--- config.mk ---
export PLATFORM = sky130hd
export DESIGN_NAME = cory_rdma2d_seq_flat
export DESIGN_NICKNAME = d
export VERILOG_FILES = /design/src/rtl/cory_rdma2d_seq_if.sv /design/src/rtl/cory_rdma2d_seq.sv /design/src/flat_wrapper.sv
export SDC_FILE = /design/constraint.sdc
export NUM_CORES = 1
export LEC_CHECK = 0
export CAP_MARGIN = 20
export CORE_MARGIN = 2
export CORE_UTILIZATION = 50
export DETAILED_ROUTE_END_ITERATION = 10
export HOLD_SLACK_MARGIN = 0.12
export PLACE_DENSITY = 0.81
export SYNTH_ARGS = -nofsm -noshare
export SYNTH_HDL_FRONTEND = slang
export SYNTH_SLANG_ARGS = --single-unit
--- constraint.sdc ---
create_clock -name clk -period 2.9 [get_ports clk]
set_input_delay 0.29 -clock clk [delete_from_list [all_inputs] [get_ports clk]]
set_output_delay 0.29 -clock clk [all_outputs]
set_load 0.05 [all_outputs]
--- src/rtl/cory_rdma2d_seq_if.sv ---
// rtl/cory_rdma2d_seq_if.sv - frame command and line command bundle for the 2D read sequencer
interface cory_rdma2d_seq_if #(
  parameter int A = 32,
  parameter int R = 11,
  parameter int H = 11
);
  logic         i_cmd_v;
  logic [R-1:0] i_cmd_width;
  logic [H-1:0] i_cmd_height;
  logic [A-1:0] i_cmd_base;
  logic [A-1:0] i_cmd_stride;
  logic         o_cmd_r;
  logic         o_line_v;
  logic [R-1:0] o_line_width;
  logic [A-1:0] o_line_base;
  logic         i_line_r;
  logic [H-1:0] o_line_idx;
  logic         o_busy;

  // master: frame controller plus line engine side; slave: the sequencer
  modport master (
    output i_cmd_v, i_cmd_width, i_cmd_height, i_cmd_base, i_cmd_stride, i_line_r,
    input  o_cmd_r, o_line_v, o_line_width, o_line_base, o_line_idx, o_busy
  );

  modport slave (
    input  i_cmd_v, i_cmd_width, i_cmd_height, i_cmd_base, i_cmd_stride, i_line_r,
    output o_cmd_r, o_line_v, o_line_width, o_line_base, o_line_idx, o_busy
  );
endinterface

--- src/rtl/cory_rdma2d_seq.sv ---
// rtl/cory_rdma2d_seq.sv - 2D frame sequencer issuing one line command per row; CORY_RDMA2D_SEQ_PERF_EN adds o_perf_cyc
module cory_rdma2d_seq #(
  parameter int A = 32,
  parameter int R = 11,
  parameter int H = 11
) (
  input  logic             clk,
  input  logic             reset_n,
  cory_rdma2d_seq_if.slave bus
`ifdef CORY_RDMA2D_SEQ_PERF_EN
  ,
  output logic [31:0]      o_perf_cyc
`endif
);

  typedef enum logic [1:0] {
    IDLE  = 2'd0,
    ISSUE = 2'd1,
    GAP   = 2'd2,
    DONE  = 2'd3
  } state_t;

  state_t       state;
  logic [H-1:0] height_q;
  logic [A-1:0] stride_q;
  logic         zero_size;
  logic         last_line;

  assign zero_size = (bus.i_cmd_width == '0) || (bus.i_cmd_height == '0);
  assign last_line = (bus.o_line_idx == height_q - H'(1));

  always_ff @(posedge clk or negedge reset_n) begin
    if (!reset_n) begin
      state            <= IDLE;
      height_q         <= '0;
      stride_q         <= '0;
      bus.o_cmd_r      <= 1'b0;
      bus.o_line_v     <= 1'b0;
      bus.o_busy       <= 1'b0;
      bus.o_line_base  <= '0;
      bus.o_line_width <= '0;
      bus.o_line_idx   <= '0;
    end else begin
      bus.o_cmd_r <= 1'b0;
      case (state)
        IDLE: begin
          if (bus.i_cmd_v) begin
            height_q         <= bus.i_cmd_height;
            stride_q         <= bus.i_cmd_stride;
            bus.o_line_base  <= bus.i_cmd_base;
            bus.o_line_width <= bus.i_cmd_width;
            bus.o_line_idx   <= '0;
            bus.o_busy       <= 1'b1;
            if (zero_size) begin
              state       <= DONE;
              bus.o_cmd_r <= 1'b1;
            end else begin
              state        <= ISSUE;
              bus.o_line_v <= 1'b1;
            end
          end
        end
        ISSUE: begin
          if (bus.i_line_r) begin
            bus.o_line_v <= 1'b0;
            if (last_line) begin
              state       <= DONE;
              bus.o_cmd_r <= 1'b1;
            end else begin
              state <= GAP;
            end
          end
        end
        GAP: begin
          // low cycle gives the line engine a fresh rising edge of o_line_v
          bus.o_line_base <= bus.o_line_base + stride_q;
          bus.o_line_idx  <= bus.o_line_idx + H'(1);
          bus.o_line_v    <= 1'b1;
          state           <= ISSUE;
        end
        DONE: begin
          bus.o_busy <= 1'b0;
          state      <= IDLE;
        end
        default: begin
          state <= IDLE;
        end
      endcase
    end
  end

`ifdef CORY_RDMA2D_SEQ_PERF_EN
  // the accept cycle is counted as the first cycle of the frame
  always_ff @(posedge clk or negedge reset_n) begin
    if (!reset_n) begin
      o_perf_cyc <= '0;
    end else if (state == IDLE) begin
      if (bus.i_cmd_v) begin
        o_perf_cyc <= 32'd1;
      end
    end else if (o_perf_cyc != 32'hFFFF_FFFF) begin
      o_perf_cyc <= o_perf_cyc + 32'd1;
    end
  end
`endif

endmodule
--- src/flat_wrapper.sv ---
// flat-port wrapper written by rule: the top's interface ports become plain ports
module cory_rdma2d_seq_flat 
#(
  parameter int A = 32,
  parameter int R = 11,
  parameter int H = 11
)
  (clk, reset_n, bus_i_cmd_v, bus_i_cmd_width, bus_i_cmd_height, bus_i_cmd_base, bus_i_cmd_stride, bus_i_line_r, bus_o_cmd_r, bus_o_line_v, bus_o_line_width, bus_o_line_base, bus_o_line_idx, bus_o_busy);
  cory_rdma2d_seq_if #(.A(A), .R(R), .H(H)) bus_i ();
  input  logic clk;
  input  logic reset_n;
  input wire logic [$bits(bus_i.i_cmd_v)-1:0] bus_i_cmd_v;
  input wire logic [$bits(bus_i.i_cmd_width)-1:0] bus_i_cmd_width;
  input wire logic [$bits(bus_i.i_cmd_height)-1:0] bus_i_cmd_height;
  input wire logic [$bits(bus_i.i_cmd_base)-1:0] bus_i_cmd_base;
  input wire logic [$bits(bus_i.i_cmd_stride)-1:0] bus_i_cmd_stride;
  input wire logic [$bits(bus_i.i_line_r)-1:0] bus_i_line_r;
  output wire logic [$bits(bus_i.o_cmd_r)-1:0] bus_o_cmd_r;
  output wire logic [$bits(bus_i.o_line_v)-1:0] bus_o_line_v;
  output wire logic [$bits(bus_i.o_line_width)-1:0] bus_o_line_width;
  output wire logic [$bits(bus_i.o_line_base)-1:0] bus_o_line_base;
  output wire logic [$bits(bus_i.o_line_idx)-1:0] bus_o_line_idx;
  output wire logic [$bits(bus_i.o_busy)-1:0] bus_o_busy;
  assign bus_i.i_cmd_v = bus_i_cmd_v;
  assign bus_i.i_cmd_width = bus_i_cmd_width;
  assign bus_i.i_cmd_height = bus_i_cmd_height;
  assign bus_i.i_cmd_base = bus_i_cmd_base;
  assign bus_i.i_cmd_stride = bus_i_cmd_stride;
  assign bus_i.i_line_r = bus_i_line_r;
  assign bus_o_cmd_r = bus_i.o_cmd_r;
  assign bus_o_line_v = bus_i.o_line_v;
  assign bus_o_line_width = bus_i.o_line_width;
  assign bus_o_line_base = bus_i.o_line_base;
  assign bus_o_line_idx = bus_i.o_line_idx;
  assign bus_o_busy = bus_i.o_busy;
  cory_rdma2d_seq #(.A(A), .R(R), .H(H)) u_core (.clk(clk), .reset_n(reset_n), .bus(bus_i));
endmodule
After elaboration in Yosys (flattened, before gate mapping)
Cells that the tools add are included.

storage, ports and cells
  flip-flop bits (word level) = 102
  logic and storage cells = 51
  output and inout bits = 57
  input port bits = 90

operators by class
  mux-type cells = 20
  $add $sub $neg = 3
  reductions and logical operators = 12
  equal/unequal tests = 7

operator list
  operator               number
  $pmux 32 s2            1
  $add 32x32->32         1
  $mux 32                1
  $logic_not 11->1       2
  $pmux 11 s2            1
  $add 11x1->11 const B  1
  $eq 11x11->1           1
  $mux 11                1
  $sub 11x1->11 const B  1
  $mux 1                 9
  $pmux 2 s4             1
  $reduce_and 2->1       4
  $mux 2                 3
  $ne 2x2->1 const B     3
  $eq 2x2->1 const B     2
  $pmux 1 s2             2
  $reduce_and 4->1       1
  $reduce_bool 2->1      2
  $pmux 1 s3             1
  $reduce_bool 3->1      1
  $eq 2x1->1 const B     1
  $logic_not 2->1        1
  $logic_or 1x1->1       1

Logic depth before layout (Yosys ltp)
Gate-level depths: netlist of run 1.

  word-level depth = 5
  mapped depth = 11
  depth with buffers taken out = 11

Worst setup path after synthesis of run 1
Ideal clock, no wire load.

  kind = register to register
  start point = reg u_core.bus.o_line_base[0]
  end point = reg u_core.bus.o_line_base[24]
  cell stages (with the launch flop) = 12
  period minus slack after synthesis = 2.762 ns
  arrival = 2.685 ns
  path buffers = 0
  setup time = 0.077 ns
  path slack = 0.138 ns
  data required time = 2.823 ns
  cells stage by stage = dfrtp_1 > ha_1 > inv_1 > fa_1 > nor2b_1 > o2111ai_1 > a211oi_1 > nor3_2 > o21ai_1 > a41oi_1 > xor2_1 > o21ai_1

on the way
  longest elaborated chain between the ends = 2

ends and longest elaborated chain
  element                 RTL line                  RTL
  from (decl)             cory_rdma2d_seq_if.sv:28  output o_cmd_r, o_line_v, o_line_width, o_line_base, o_line_idx, o_busy
  from (signal assigned)  cory_rdma2d_seq.sv:50     bus.o_line_base <= bus.i_cmd_base;
  from (signal assigned)  cory_rdma2d_seq.sv:76     bus.o_line_base <= bus.o_line_base + stride_q;
  $add 32x32->32          cory_rdma2d_seq.sv:76
  $pmux 32 s2             cory_rdma2d_seq.sv:45     case (state)

No other way between the ends.
A chain may end at the register's enable or synchronous reset.

Worst setup path in the final report of run 1
  start point = reg u_core.bus.o_line_base[4]
  end point = reg u_core.bus.o_line_base[26]

Same word-level chain as after synthesis.

==> impl_results.md, run 1 <==
- Area share of the largest cell type after synthesis: 42.0%
- Die Area: between 10000 and 15000 sq um
- Ratio of cells with drive above 1 in the final layout: under 10%
- Layout Cell Area excl Fill: ~8000 sq um
- Main flop type after synthesis: dfrtp_1
- Worst setup EP type: flip-flop
- Critical path class: reg -> reg
- Final TNS setup: 0 ns
- Htree depth: 3
- CTS clk-pin slew, worst paths: approximately 0.07 ns
- Met1 wire length: approximately 7400 um
- Routed vias/inst: around 5.7
- Met3 wire length: between 800 and 900 um
- Avg Cell Area, Syn: 8.52 sq um
- Final Slew Violations: 0
- FP Rows: 40
- R2R cell count: 9
- WL final: roughly 17000 um
- Root Driver: clkbuf_16
- Static leakage: 3.57 nW
- First-pass DRT Iterations: 5
- First-pass GRT wire length: 27300 um
- Clock Skew: 0.00749 ns
- Power Density: 1320 nW/um^2
- Synth Instances: 713
- Antenna Nets Post-Route: 0
- Top sig layer: met4
- DRC Markers: 0
- Area delta synth->final: 31.3%
- Crit start category: flip-flop
- Post-synthesis async set-or-reset flop share: 100%
- I/O Buffers: between 100 and 150
- Max cap viols: 0
- ANT cells: 0
- Die Y: 114 um
- Util after Layout: between 60% and 70%
- Synthesized Nets: 837
- Outcome: finished, final reports clean
- Synth top area cells: dfrtp_1 42%, nand2_1 12%, ha_1 6.8%
- Synth area leader: dfrtp_1
- Sink Count: approximately 100
- Total grt overflow: 0
- Met2 WL: 7790 um
- Most frequent cell after synthesis: nand2_1
- Total track usage: a little over a quarter
- Highest Clock Rate: approximately 370 MHz
- Final setup violation count: 0
- Post-DR wirelength/cell: 16.7 um
- Clk buf depth: 2
- CTS tree: yes
- Peak VDD IR: between 0.7 and 0.8 mV
- Worst Path Required: 3.14 ns
- Largest net degree at the start of global routing: 92
- Synthesized area: approximately 6000 sq um
- NumNets Final: 963
- Die W: 114 um
- Max-slew headroom: ~57%
- Final Non-Filler Cells: about 990
- Worst EP arrival: between 2 and 3 ns
- Initial core utilization: between 50% and 60%
- Initial antenna violation count: 0
- Hold Violations, Final: 0
- Number of synthesized register bits: 102
- Detailed Place HPWL: between 10000 and 15000 um
- Ports: 147
- Post-layout min period: roughly 2.7 ns
- Core Area: approximately 12000 sq um
- Worst Path Max Fanout: 5
- Starting DRT DRC Count: between 300 and 400
- Worst-margin pin slew: between 0.6 and 0.7 ns
- Synth cell types: 60
- Vias in the first global route: 5680
- Most frequent cells after synthesis: 190 x nand2_1, 102 x dfrtp_1, 45 x o21ai_1
- Min-delay worst type: in -> async
- Gpl congestion: about 0.94
- Skew-Pair Late Insertion Delay: roughly 0.36 ns
- Yosys synthesis warning count: 0
- Final worst-path cycle share: 94.1%
- Vias after detailed routing: 5685
- Cts bufs inserted: 9
- Post-synth EDFFs: 0
- Placed cell area: about 7600 sq um
- # placed instances: about 970
- Register area share after synthesis: 42.0%
## per-layer routing
| metal | vias to the layer above | GRT usage [%] |
|---|---|---|
| met5 | - | 0 |
| met4 | 0 | 12.8 |
| met1 | 2736 | 35.6 |
| met3 | 36 | 3.86 |
| li1 | 2731 | - |
| met2 | 182 | 41.3 |
## kinds of logic (layout without fill, tap and decap cells)
kind of cell | Yosys count | after routing | synth area share [%]
and+or+nand+nor | 278 | 278 | 20.1
AOI/OAI and AO/OA | 197 | 197 | 20.6
DFF | 102 | 102 | 42.0
buffers and inverters | 58 | 189 | 3.83
xor gates and xnor gates | 42 | 42 | 6.06
adders and majority gates | 34 | 34 | 7.13
muxes | 2 | 2 | 0.330
## worst max-delay path, stage by stage, from the launching register on
cell and delay (ns):
dfrtp_1 0.40, ha_1 0.39, a21o_1 0.24, a21oi_2 0.21, a211oi_2 0.13, or4_1 0.52, a41o_1 0.30, a21boi_2 0.15
xor2_1 0.19, o21ai_1 0.07
## path summary, 6_finish.rpt
| path | from | endpoint | slack, ns |
|---|---|---|---|
| worst min-delay path | reset_n | u_core.bus.o_line_base[14] | 0.43 |
| min in group clk | bus_i_cmd_stride[26] | u_core.stride_q[26] | 0.45 |
| worst min register to register | u_core.bus.o_line_width[9] | u_core.bus.o_line_width[9] | 0.48 |
| max in group asynchronous | reset_n | u_core.bus.o_line_width[4] | 1.63 |
| worst max-delay path | u_core.bus.o_line_base[4] | u_core.bus.o_line_base[26] | 0.17 |
| worst max register to register | u_core.bus.o_line_base[4] | u_core.bus.o_line_base[26] | 0.17 |
## cell type report
type / instances / area [sq um]
clock buffers: 10 / 229
clock inverters: 6 / 68.8
fillers: 985 / 3940
inverters: 16 / 60.1
multi-input cells: 553 / 3310
flip-flops and latches: 102 / 2550
well taps: 147 / 184
repair buffers: 157 / 1570
## cell usage in the layout (no fill, tap or decap), drive strengths merged, types with 10 or more instances in the layout
| master | netlist | final |
|---|---|---|
| nand2 | 190 | 190 |
| clkdlybuf4s50 | 0 | 145 |
| dfrtp | 102 | 102 |
| o21ai | 68 | 68 |
| a21oi | 46 | 46 |
| ha | 33 | 33 |
| a22oi | 29 | 29 |
| nor2 | 27 | 27 |
| xnor2 | 23 | 23 |
| xor2 | 19 | 19 |
| inv | 16 | 18 |
| nand3 | 15 | 15 |
| a21o | 11 | 11 |
| buf | 3 | 11 |
| clkbuf | 39 | 10 |
## report_power, final
part           internal [W]  total (W)  switching (W)
clock network      0.000676    0.00125       0.000573
logic               0.00252    0.00667        0.00415
registers           0.00205    0.00261       0.000564
## through the flow
stage | hold WS [ns] | power [W] | worst slack, ns
floorplan | -0.00559 | 0.00736 | 0.138
global placement | 0.461 | 0.00899 | 0.206
detailed placement | 0.463 | 0.00917 | 0.136
CTS | 0.141 | 0.0105 | 0.105
global route | 0.449 | 0.0113 | -0.00197
finish | 0.431 | 0.0105 | 0.171
## flip-flops by register name, summed over array words and instances (netlist names)
name	cells
u_core.bus.o_line_base	32
u_core.stride_q	32
u_core.bus.o_line_idx	11
u_core.bus.o_line_width	11
u_core.height_q	11
u_core.state	2
u_core.bus.o_busy	1
u_core.bus.o_cmd_r	1
u_core.bus.o_line_v	1
## what timing repair did
| action | CTS | global route |
|---|---|---|
| resized for setup | 0 | 2 |
| buffers inserted | 0 | 0 |
| setup endpoints to repair | 0 | 7 |
| hold buffers | 0 | 1 |
| hold endpoints to repair | 0 | 36 |
Power figures use the tool's default switching activity.
==> run 2, diff against run 1 <==
--- a/config.mk
+++ b/config.mk
@@ -5,7 +5,7 @@
 export SDC_FILE = /design/constraint.sdc
 export NUM_CORES = 1
 export LEC_CHECK = 0
-export CAP_MARGIN = 20
+export CAP_MARGIN = 15
 export CORE_MARGIN = 2
 export CORE_UTILIZATION = 50
 export DETAILED_ROUTE_END_ITERATION = 10
==> run 2 against run 1 <==
Against the previous run: final cell count fell by 0.20%; utilization shrank 0.25 points; clock skew up 0.0014 ns; critical path depth did not move; sequential share of layout area grew 0.12 points; flip-flop and latch count unchanged; first-iteration DRC count is 15% lower; critical path type unchanged; power is essentially flat; non-clock buffer count decreased by 2; largest power group unchanged.
==> impl_results.md, run 2 (synthesized netlist as in run 1, its figures left out) <==
- Outcome: finished, final reports clean
- Final TNS setup: 0 ns (unchanged)
- Critical path startpoint: u_core.bus.o_line_base[4]
- Sw frac: 50.2% (about the same)
- Hold Violations, Final: 0 (unchanged)
- # placed instances: 973 (unchanged)
- R2R Path Start: u_core.bus.o_line_base[4]
- Min-delay worst type: in -> async
- Final WS setup: 0.172 ns (+0.00113 ns)
- Post-layout min period: 2.73 ns (-0.00113 ns)
- Highest Clock Rate: 367 MHz (about the same)
- Root Driver: clkbuf_16
- Commonest non-fill, non-tap cell in the layout: nand2_1
- Static leakage: 3.56 nW (-0.38%)
- Total track usage: 26.2% (unchanged)
- Starting DRT DRC Count: 337 (-15%)
- Post-CTS Setup Repair Bufs: 0 (unchanged)
- Clk buf depth: 2 (unchanged)
- Peak VDD IR: 0.738 mV (-0.13%)
- Initial core utilization: 51.0% (unchanged)
- Post-DR wirelength/cell: 16.8 um (+0.43%)
- FP Rows: 40 (unchanged)
- Largest regs: u_core.bus.o_line_base (32), u_core.stride_q (32)
- Vias after detailed routing: 5694 (+0.16%)
- Clock power share: 11.9% (about the same)
- Core Area: 11900 sq um (unchanged)
- Sink Count: 102 (unchanged)
- Worst Path Required: 3.14 ns (about the same)
- First-pass DRT Iterations: 5 (unchanged)
- Reg power frac: 24.8% (about the same)
- Routed vias/inst: 5.76 (+0.36%)
- Htree depth: 3 (unchanged)
- Gpl congestion: 0.943 (unchanged)
- Power Density: 1320 nW/um^2 (+0.32%)
- Post-cts sizing count: 0 (unchanged)
- CTS Hold Bufs: 0 (unchanged)
- Total Power: 0.0105 W (about the same)
- Setup slack at placement: 0.136 ns (unchanged)
- Final worst-path cycle share: 94.1% (about the same)
- Max cap viols: 0 (unchanged)
- Worst EP arrival: 2.97 ns (about the same)
- Detailed Place HPWL: 11800 um (unchanged)
- Vias in the first global route: 5680 (unchanged)
- I/O Buffers: 146 (unchanged)
- Combinational power share: 63.3% (about the same)
- Net Sw Power: 0.00528 W (about the same)
- WL final: 16600 um (+0.22%)
- Critical path class: reg -> reg
- Antenna Nets Post-Route: 0 (unchanged)
- Most frequent cells in the layout: 190 x nand2_1, 145 x clkdlybuf4s50_1, 102 x dfrtp_1
- Worst-margin pin slew: 1.02 ns (+0.372 ns)
- Die W: 114 um (unchanged)
- Worst Path Max Fanout: 5 (unchanged)
- Ports: 147 (unchanged)
- ANT cells: 0 (unchanged)
- Worst setup EP type: flip-flop
- Area delta synth->final: 30.8%
- DRC Markers: 0 (unchanged)
- Largest net degree at the start of global routing: 92 (unchanged)
- Initial antenna violation count: 0 (unchanged)
- Clock Skew: 0.00887 ns (+0.00138 ns)
- CTS tree: yes
- Final Non-Filler Cells: 989 (-0.20%)
- Die Y: 114 um (unchanged)
- Cts bufs inserted: 9 (unchanged)
- Ratio of cells with drive above 1 in the final layout: 5.23% (-0.11 points)
- Util after Layout: 66.7% (-0.25 points)
- CTS clk-pin slew, worst paths: 0.07 ns (about the same)
- Int Pwr: 0.00524 W (about the same)
- Max-slew headroom: 32.1% (-25 points)
- First-pass GRT wire length: 27300 um (unchanged)
- Final setup violation count: 0 (unchanged)
- NumNets Final: 961 (-0.21%)
- Die Area: 13000 sq um (unchanged)
- Total grt overflow: 0 (unchanged)
- Final Slew Violations: 0 (unchanged)
- Crit start category: flip-flop
- Skew-Pair Late Insertion Delay: 0.36 ns (about the same)
[run 2: changes by cell type in the layout (fill, tap and decap cells not counted)]
| cell | before | now |
|---|---|---|
| dlygate4sd3_1 | 1 | 0 |
| buf_12 | 2 | 1 |
[run 2: metrics by stage]
step	hold WS (ns)	area (sq um)
after floorplan	-0.00559	6070
final	0.109	7950
after detailed placement	0.463	7640
after CTS	0.141	7940
after global placement	0.461	7640
after global routing	0.212	7950
[run 2: power by group through the flow]
stage          combinational [W]  clock, W  sequential [W]
6_report                 0.00666   0.00125         0.00261
2_1_floorplan            0.00382         0         0.00353
3_3_place_gp             0.00641         0         0.00258
3_5_place_dp             0.00655         0         0.00262
4_1_cts                  0.00662   0.00126         0.00260
5_1_grt                  0.00727   0.00133         0.00269
[run 2: path summary, 6_finish.rpt]
check | cells after the start | slack [ns] | to
max | 9 | 0.17 | u_core.bus.o_line_base[26]
min | 1 | 0.11 | u_core.bus.o_line_base[14]
max reg2reg | 9 | 0.17 | u_core.bus.o_line_base[26]
min reg2reg | 2 | 0.48 | u_core.bus.o_line_width[9]
max in group asynchronous | 2 | 2.02 | u_core.stride_q[23]
min in group clk | 3 | 0.45 | u_core.stride_q[26]
[run 2: area by class of cell]
cell class	count	area (sq um)
fillers	992	3970
multi-input cells	553	3310
clock buffers	10	229
inverters	16	60.1
well taps	147	184
clock inverters	6	68.8
flip-flops and latches	102	2550
repair buffers	155	1540
[run 2: critical path: stages, from the launching register on]
cell      delay, ns
dfrtp_1        0.40
ha_1           0.39
a21o_1         0.24
a21oi_2        0.21
a211oi_2       0.13
or4_1          0.53
a41o_1         0.30
a21boi_2       0.15
xor2_1         0.19
o21ai_1        0.07
[run 2: per-layer routing]
layer / global-route usage [%] / share of wire (%)
met5: 0 / 0
met4: 12.8 / 3.1
met3: 3.86 / 5.0
met2: 41.3 / 47
met1: 35.6 / 45
